File: config.mk
export PLATFORM = sky130hd
export DESIGN_NAME = axi_mem_master
export DESIGN_NICKNAME = d
export VERILOG_FILES = /design/src/rtl/axi_mem_master.sv
export SDC_FILE = /design/constraint.sdc
export NUM_CORES = 1
export LEC_CHECK = 0
export CAP_MARGIN = 15
export CORE_AREA = 2 2 118 120
export CTS_CLUSTER_SIZE = 24
export DETAILED_ROUTE_END_ITERATION = 8
export DIE_AREA = 0 0 120 122
export HOLD_SLACK_MARGIN = 0.06
export PLACE_DENSITY_LB_ADDON = 0.2
export SLEW_MARGIN = 20
export SYNTH_ARGS = -nofsm -noshare
export SYNTH_HDL_FRONTEND = slang
export SYNTH_SLANG_ARGS = --single-unit
File: constraint.sdc
create_clock -name clock -period 3.55 [get_ports clock]
set_input_delay 0.8875 -clock clock [delete_from_list [all_inputs] [get_ports clock]]
set_output_delay 0.8875 -clock clock [all_outputs]
set_load 0.005 [all_outputs]
File: src/rtl/axi_mem_master.sv
// axi_mem_master: single-outstanding AXI4 master behind a simple req/resp port.
// Define AXI_BURST_EN for multi-beat INCR reads (arlen = req_len).
module axi_mem_master #(
  parameter logic [3:0] AXI_ID = 4'h0
) (
  input  logic        clock,
  input  logic        reset,
  input  logic        req_valid,
  output logic        req_ready,
  input  logic        req_write,
  input  logic [31:0] req_addr,
  input  logic [31:0] req_wdata,
  input  logic [3:0]  req_wstrb,
  input  logic [2:0]  req_size,
  input  logic [7:0]  req_len,
  output logic        resp_valid,
  output logic [31:0] resp_rdata,
  output logic        resp_last,
  output logic        resp_err,
  output logic        awvalid,
  input  logic        awready,
  output logic [31:0] awaddr,
  output logic [3:0]  awid,
  output logic [7:0]  awlen,
  output logic [2:0]  awsize,
  output logic [1:0]  awburst,
  output logic        wvalid,
  input  logic        wready,
  output logic [31:0] wdata,
  output logic [3:0]  wstrb,
  output logic        wlast,
  input  logic        bvalid,
  output logic        bready,
  input  logic [1:0]  bresp,
  input  logic [3:0]  bid,
  output logic        arvalid,
  input  logic        arready,
  output logic [31:0] araddr,
  output logic [3:0]  arid,
  output logic [7:0]  arlen,
  output logic [2:0]  arsize,
  output logic [1:0]  arburst,
  input  logic        rvalid,
  output logic        rready,
  input  logic [31:0] rdata,
  input  logic [1:0]  rresp,
  input  logic        rlast,
  input  logic [3:0]  rid
);

  typedef enum logic [2:0] {
    S_IDLE, S_AR, S_R, S_WR, S_B
  } state_t;

  state_t      r_state;
  state_t      w_next;
  logic [31:0] r_addr;
  logic [31:0] r_wdata;
  logic [3:0]  r_wstrb;
  logic [2:0]  r_size;
  logic [7:0]  r_cnt;
  logic        r_aw_done;
  logic        r_w_done;
  logic        r_resp_valid;
  logic [31:0] r_resp_rdata;
  logic        r_resp_last;
  logic        r_resp_err;

  logic        w_acc;
  logic        w_rbeat;
  logic        w_bhs;
  logic        w_awhs;
  logic        w_whs;
  logic        w_cnt_zero;
  logic        w_aw_fin;
  logic        w_w_fin;
  logic [7:0]  w_len;

  assign w_acc      = req_valid & req_ready;
  assign w_rbeat    = rvalid & rready;
  assign w_bhs      = bvalid & bready;
  assign w_awhs     = awvalid & awready;
  assign w_whs      = wvalid & wready;
  assign w_cnt_zero = (r_cnt == 8'd0);
  assign w_aw_fin   = r_aw_done | w_awhs;
  assign w_w_fin    = r_w_done | w_whs;

`ifdef AXI_BURST_EN
  assign w_len = req_len;
  // Counter is untouched until the first beat, so it doubles as arlen.
  assign arlen = r_cnt;
`else
  logic w_unused_len;
  assign w_unused_len = ^req_len;
  assign w_len = 8'd0;
  assign arlen = 8'd0;
`endif

  always_ff @(posedge clock) begin
    if (reset) r_state <= S_IDLE;
    else       r_state <= w_next;
  end

  always_comb begin
    w_next = r_state;
    unique case (r_state)
      S_IDLE:
        if (w_acc) w_next = req_write ? S_WR : S_AR;
      S_AR:
        if (arready) w_next = S_R;
      S_R:
        if (w_rbeat && rlast) w_next = S_IDLE;
      S_WR:
        if (w_aw_fin && w_w_fin) w_next = S_B;
      S_B:
        if (bvalid) w_next = S_IDLE;
      default:
        w_next = S_IDLE;
    endcase
  end

  always_comb begin
    req_ready = (r_state == S_IDLE);
    arvalid   = (r_state == S_AR);
    rready    = (r_state == S_R);
    awvalid   = (r_state == S_WR) && !r_aw_done;
    wvalid    = (r_state == S_WR) && !r_w_done;
    bready    = (r_state == S_B);
  end

  always_ff @(posedge clock) begin
    if (reset) begin
      r_resp_valid <= 1'b0;
      r_resp_last  <= 1'b0;
      r_resp_err   <= 1'b0;
      r_aw_done    <= 1'b0;
      r_w_done     <= 1'b0;
      r_cnt        <= 8'd0;
    end else begin
      r_resp_valid <= w_rbeat | w_bhs;
      r_resp_last  <= 1'b0;
      r_resp_err   <= 1'b0;
      if (w_acc) begin
        r_cnt     <= w_len;
        r_aw_done <= 1'b0;
        r_w_done  <= 1'b0;
      end
      if (w_awhs) r_aw_done <= 1'b1;
      if (w_whs)  r_w_done  <= 1'b1;
      if (w_rbeat) begin
        r_resp_last <= w_cnt_zero;
        r_resp_err  <= (rresp != 2'b00)
                     | (rlast != w_cnt_zero)
                     | (rid != AXI_ID);
        if (!w_cnt_zero) r_cnt <= r_cnt - 8'd1;
      end
      if (w_bhs) begin
        r_resp_last <= 1'b1;
        r_resp_err  <= (bresp != 2'b00)
                     | (bid != AXI_ID);
      end
    end
  end

  always_ff @(posedge clock) begin
    if (w_acc) begin
      r_addr  <= req_addr;
      r_wdata <= req_wdata;
      r_wstrb <= req_wstrb;
      r_size  <= req_size;
    end
    if (w_rbeat)    r_resp_rdata <= rdata;
    else if (w_bhs) r_resp_rdata <= 32'd0;
  end

  assign resp_valid = r_resp_valid;
  assign resp_rdata = r_resp_rdata;
  assign resp_last  = r_resp_last;
  assign resp_err   = r_resp_err;

  assign awaddr  = r_addr;
  assign awid    = AXI_ID;
  assign awlen   = 8'd0;
  assign awsize  = r_size;
  assign awburst = 2'b01;
  assign wdata   = r_wdata;
  assign wstrb   = r_wstrb;
  assign wlast   = 1'b1;

  assign araddr  = r_addr;
  assign arid    = AXI_ID;
  assign arsize  = r_size;
  assign arburst = 2'b01;

endmodule
==> qor.txt <==
status: complete, no violations
post-cts resize count: 0
clk root buf: clkbuf_16
Final period util: 78.9%
RSZ-0062 raised after global routing: no
Synth Area in Compound Gates: 4.03%
CORE AREA: 13500 sq um
most used routing layer: met2
Crit Path Category: register to output port
post-route minimum period: 2.80 ns
Pwr Density: 501 nW/um^2
total CTS buffers: 17
Fin Hold WS: 0.508 ns
GR Util met1: 16.0%
Initial Utilization: 35.2%
sw frac: 19.5%
DRC viols: 0
critical path's slowest cell: clkdlybuf4s50_1
Vias/cell: 4.32
r2r startpoint: r_state[1]
ANT nets after route: 0
Worst path max stage delay: 0.59 ns
Avg WL per Cell: 15.6 microns
Final Non-Filler Cells: 760
clock sink total: 119
via count: 3284
Max Slew Vio Count: 0
hold_sp: r_cnt[1]
mux cell area share after synthesis: 0.211%
layout cells sized above 1: 6.38%
Hold Path Class: register to register
slew margin rel.: 66.3%
count of cell types in the netlist: 42
DIE AREA: 14600 sq um
IO Pins: 309
Clock Skew: 0.00697 ns
htree depth: 4
mean post-synth cell area: 14.9 sq um
adder-cell share of the synthesized area: 0.527%
post-synth top area cell: edfxtp_1
hold path cells: 2
CTS tree: built
Worst Hold End: r_cnt[1]
vias in the first global route: 3264
met3 GRT Util: 6.69%
top cell type's share of synthesized area: 65.1%
reg2reg end: araddr[24]
final-report setup violation count: 0
number of post-CTS setup repair buffers: 0
synth top area cells: edfxtp_1 65%, buf_4 10%, dfxtp_1 6.7%, and2_1 4.2%, a21oi_1 1.2%
Leak Pwr: 2.85 nW
critical path required time: 2.66 ns
Clock Latency Late Sink: 0.41 ns
worst vdd ir: 0.283 mV
Yosys warning count: 0
Max Cap Viol: 0
DP Cell Count: 729
initial antenna violation count: 0
port bufs: 271
fin nets: 703
reg2reg path depth: 3
P_int: 0.00321 W
met2 usage: 28.3%
#FFs+latches synth: 119
largest family of logic cells by synthesized area: buffers and inverters
Diodes inserted: 0
register area share after synthesis: 71.8%
Fin Setup TNS: 0 ns
Mapped Area: 4750 sq um
GRT overflow: 0
Sequential Power Share: 42.1%
clock share of power: 44.9%
Critical Path Source: r_state[1]
DRT Wirelength: 11.9 mm
Comb power frac: 13.0%
Final Hold Vio Count: 0
Synth Area in XOR/XNOR: 0.369%
number of synthesized flops with an enable pin: 103
Placer Congestion: 0.785
# rows: 43
# hold bufs at CTS: 0
Synth Flop Type: edfxtp_1
Simple-Gate Fraction of Synth Area: 11.4%
Setup crit start kind: register
Least-Margin Pin Slew: 0.501 ns
largest net degree at the start of global routing: 35
Syn Inst Count: 319
first-pass GRT wire length: 17.0 mm
crit path cell chain: nor3b_1, clkdlybuf4s50_1
Async SR Flop Fraction: 0%
Clk pin slew, worst setup/hold paths: 0.05 ns
P_sw: 0.000774 W
clk buf depth: 2
Crit path arrival time: 1.91 ns
Total Routing Usage GR: 15.8%
area delta synth->final: 67.2%
FILL cells: 1074
crit-path max FO: 12
r2r setup slk: 1.49 ns
CP Capture Type: output port
DP HPWL: 9.16 mm
Die Ht: 122 microns
Iter 0 DRT Violations: 124
drt first pass iters: 4
FMAX: 357 MHz
die width: 120 microns
[critical path, delay by kind of cell, from the launching register on]
kind | cells | cell delay [ns]
buffers and inverters | 1 | 0.59
flip-flops | 1 | 0.55
AND/OR/NAND/NOR | 1 | 0.36
[cells in the final DEF (no fill, tap or decap), types with 4 or more instances in the layout]
cell type	instances
a21oi_1	11
and2_1	32
buf_4	4
bufinv_16	5
clkbuf_16	17
clkdlybuf4s50_1	271
clkinv_1	7
conb_1	29
dfxtp_1	16
edfxtp_1	103
nand2_1	7
nand2b_1	6
nor2_1	14
nor3_1	5
nor3b_1	6
o211ai_1	4
[worst max-delay path by stage]
stage	to	slack (ns)
6_report	rready	0.75
5_1_grt	awvalid	0.59
4_1_cts	rready	0.73
3_5_place_dp	wdata[27]	0.59
3_3_place_gp	araddr[13]	0.60
2_1_floorplan	araddr[0]	0.25
[synth_stat cells (2+ instances only)]
master    number
conb_1         2
nand3b_1       2
or4_1          2
nand2b_1       6
dfxtp_1       16
nor3_1         5
nand2_1        7
ha_1           2
buf_4         65
nand4_1        2
nor4_1         3
o211ai_1       4
edfxtp_1     103
buf_2          2
nor2_1        14
or3_1          2
and2_1        32
a211oi_1       3
nor3b_1        6
a21oi_1       11
clkbuf_1       6
inv_1          4
[logic make-up (layout without fill, tap and decap cells)]
kind of cell | Yosys count | count (layout)
multiplexers | 1 | 1
XOR/XNOR | 2 | 2
other | 2 | 29
buffers and inverters | 78 | 312
AND/OR/NAND/NOR | 89 | 89
adder cells (fa/ha/maj) | 2 | 2
AO/OA/AOI/OAI | 26 | 26
flip-flops | 119 | 119
[sequential cells by signal, summed over array words and instances, names as in the netlist]
| name | flops |
|---|---|
| resp_err | 1 |
| araddr | 32 |
| arsize | 3 |
| resp_valid | 1 |
| wstrb | 4 |
| resp_last | 1 |
| r_aw_done | 1 |
| r_w_done | 1 |
| r_cnt | 8 |
| resp_rdata | 32 |
| r_state | 3 |
| wdata | 32 |
[power by group through the flow]
stage | sequential, W | combinational, W | clock (W)
after floorplan | 0.00171 | 0.000162 | 0
after global placement | 0.00170 | 0.000520 | 0
after detailed placement | 0.00171 | 0.000524 | 0
after CTS | 0.00168 | 0.000526 | 0.00182
after global routing | 0.00169 | 0.000553 | 0.00188
final | 0.00168 | 0.000517 | 0.00178
[final cells by class]
| class | count | area [sq um] | share of cell area (%) |
|---|---|---|---|
| clock buffer | 18 | 429 | 5.40 |
| clock inverter | 13 | 185 | 2.33 |
| multi-input combinational | 149 | 892 | 11.2 |
| tap | 180 | 225 | 2.84 |
| sequential | 119 | 3410 | 43.0 |
| inverter | 4 | 15.0 | 0.189 |
| timing repair buffer | 277 | 2780 | 35.0 |
[routing by layer]
layer | routed length (microns) | share of wire, %
met1 | 4180 | 35
met2 | 6420 | 54
met3 | 935 | 7.9
met4 | 342 | 2.9
met5 | 0 | 0
[stage by stage]
stage          cell area, sq um  power, W  util [%]  setup slack, ns
2_1_floorplan              4850   0.00188         -            0.251
6_report                   7940   0.00398      58.8            0.749
5_1_grt                    7940   0.00412      58.8            0.589
3_3_place_gp               7330   0.00222      54.3            0.596
3_5_place_dp               7330   0.00223      54.3            0.589
4_1_cts                    7940   0.00403      58.8            0.727
No activity file was read; power rests on OpenSTA's default activity.
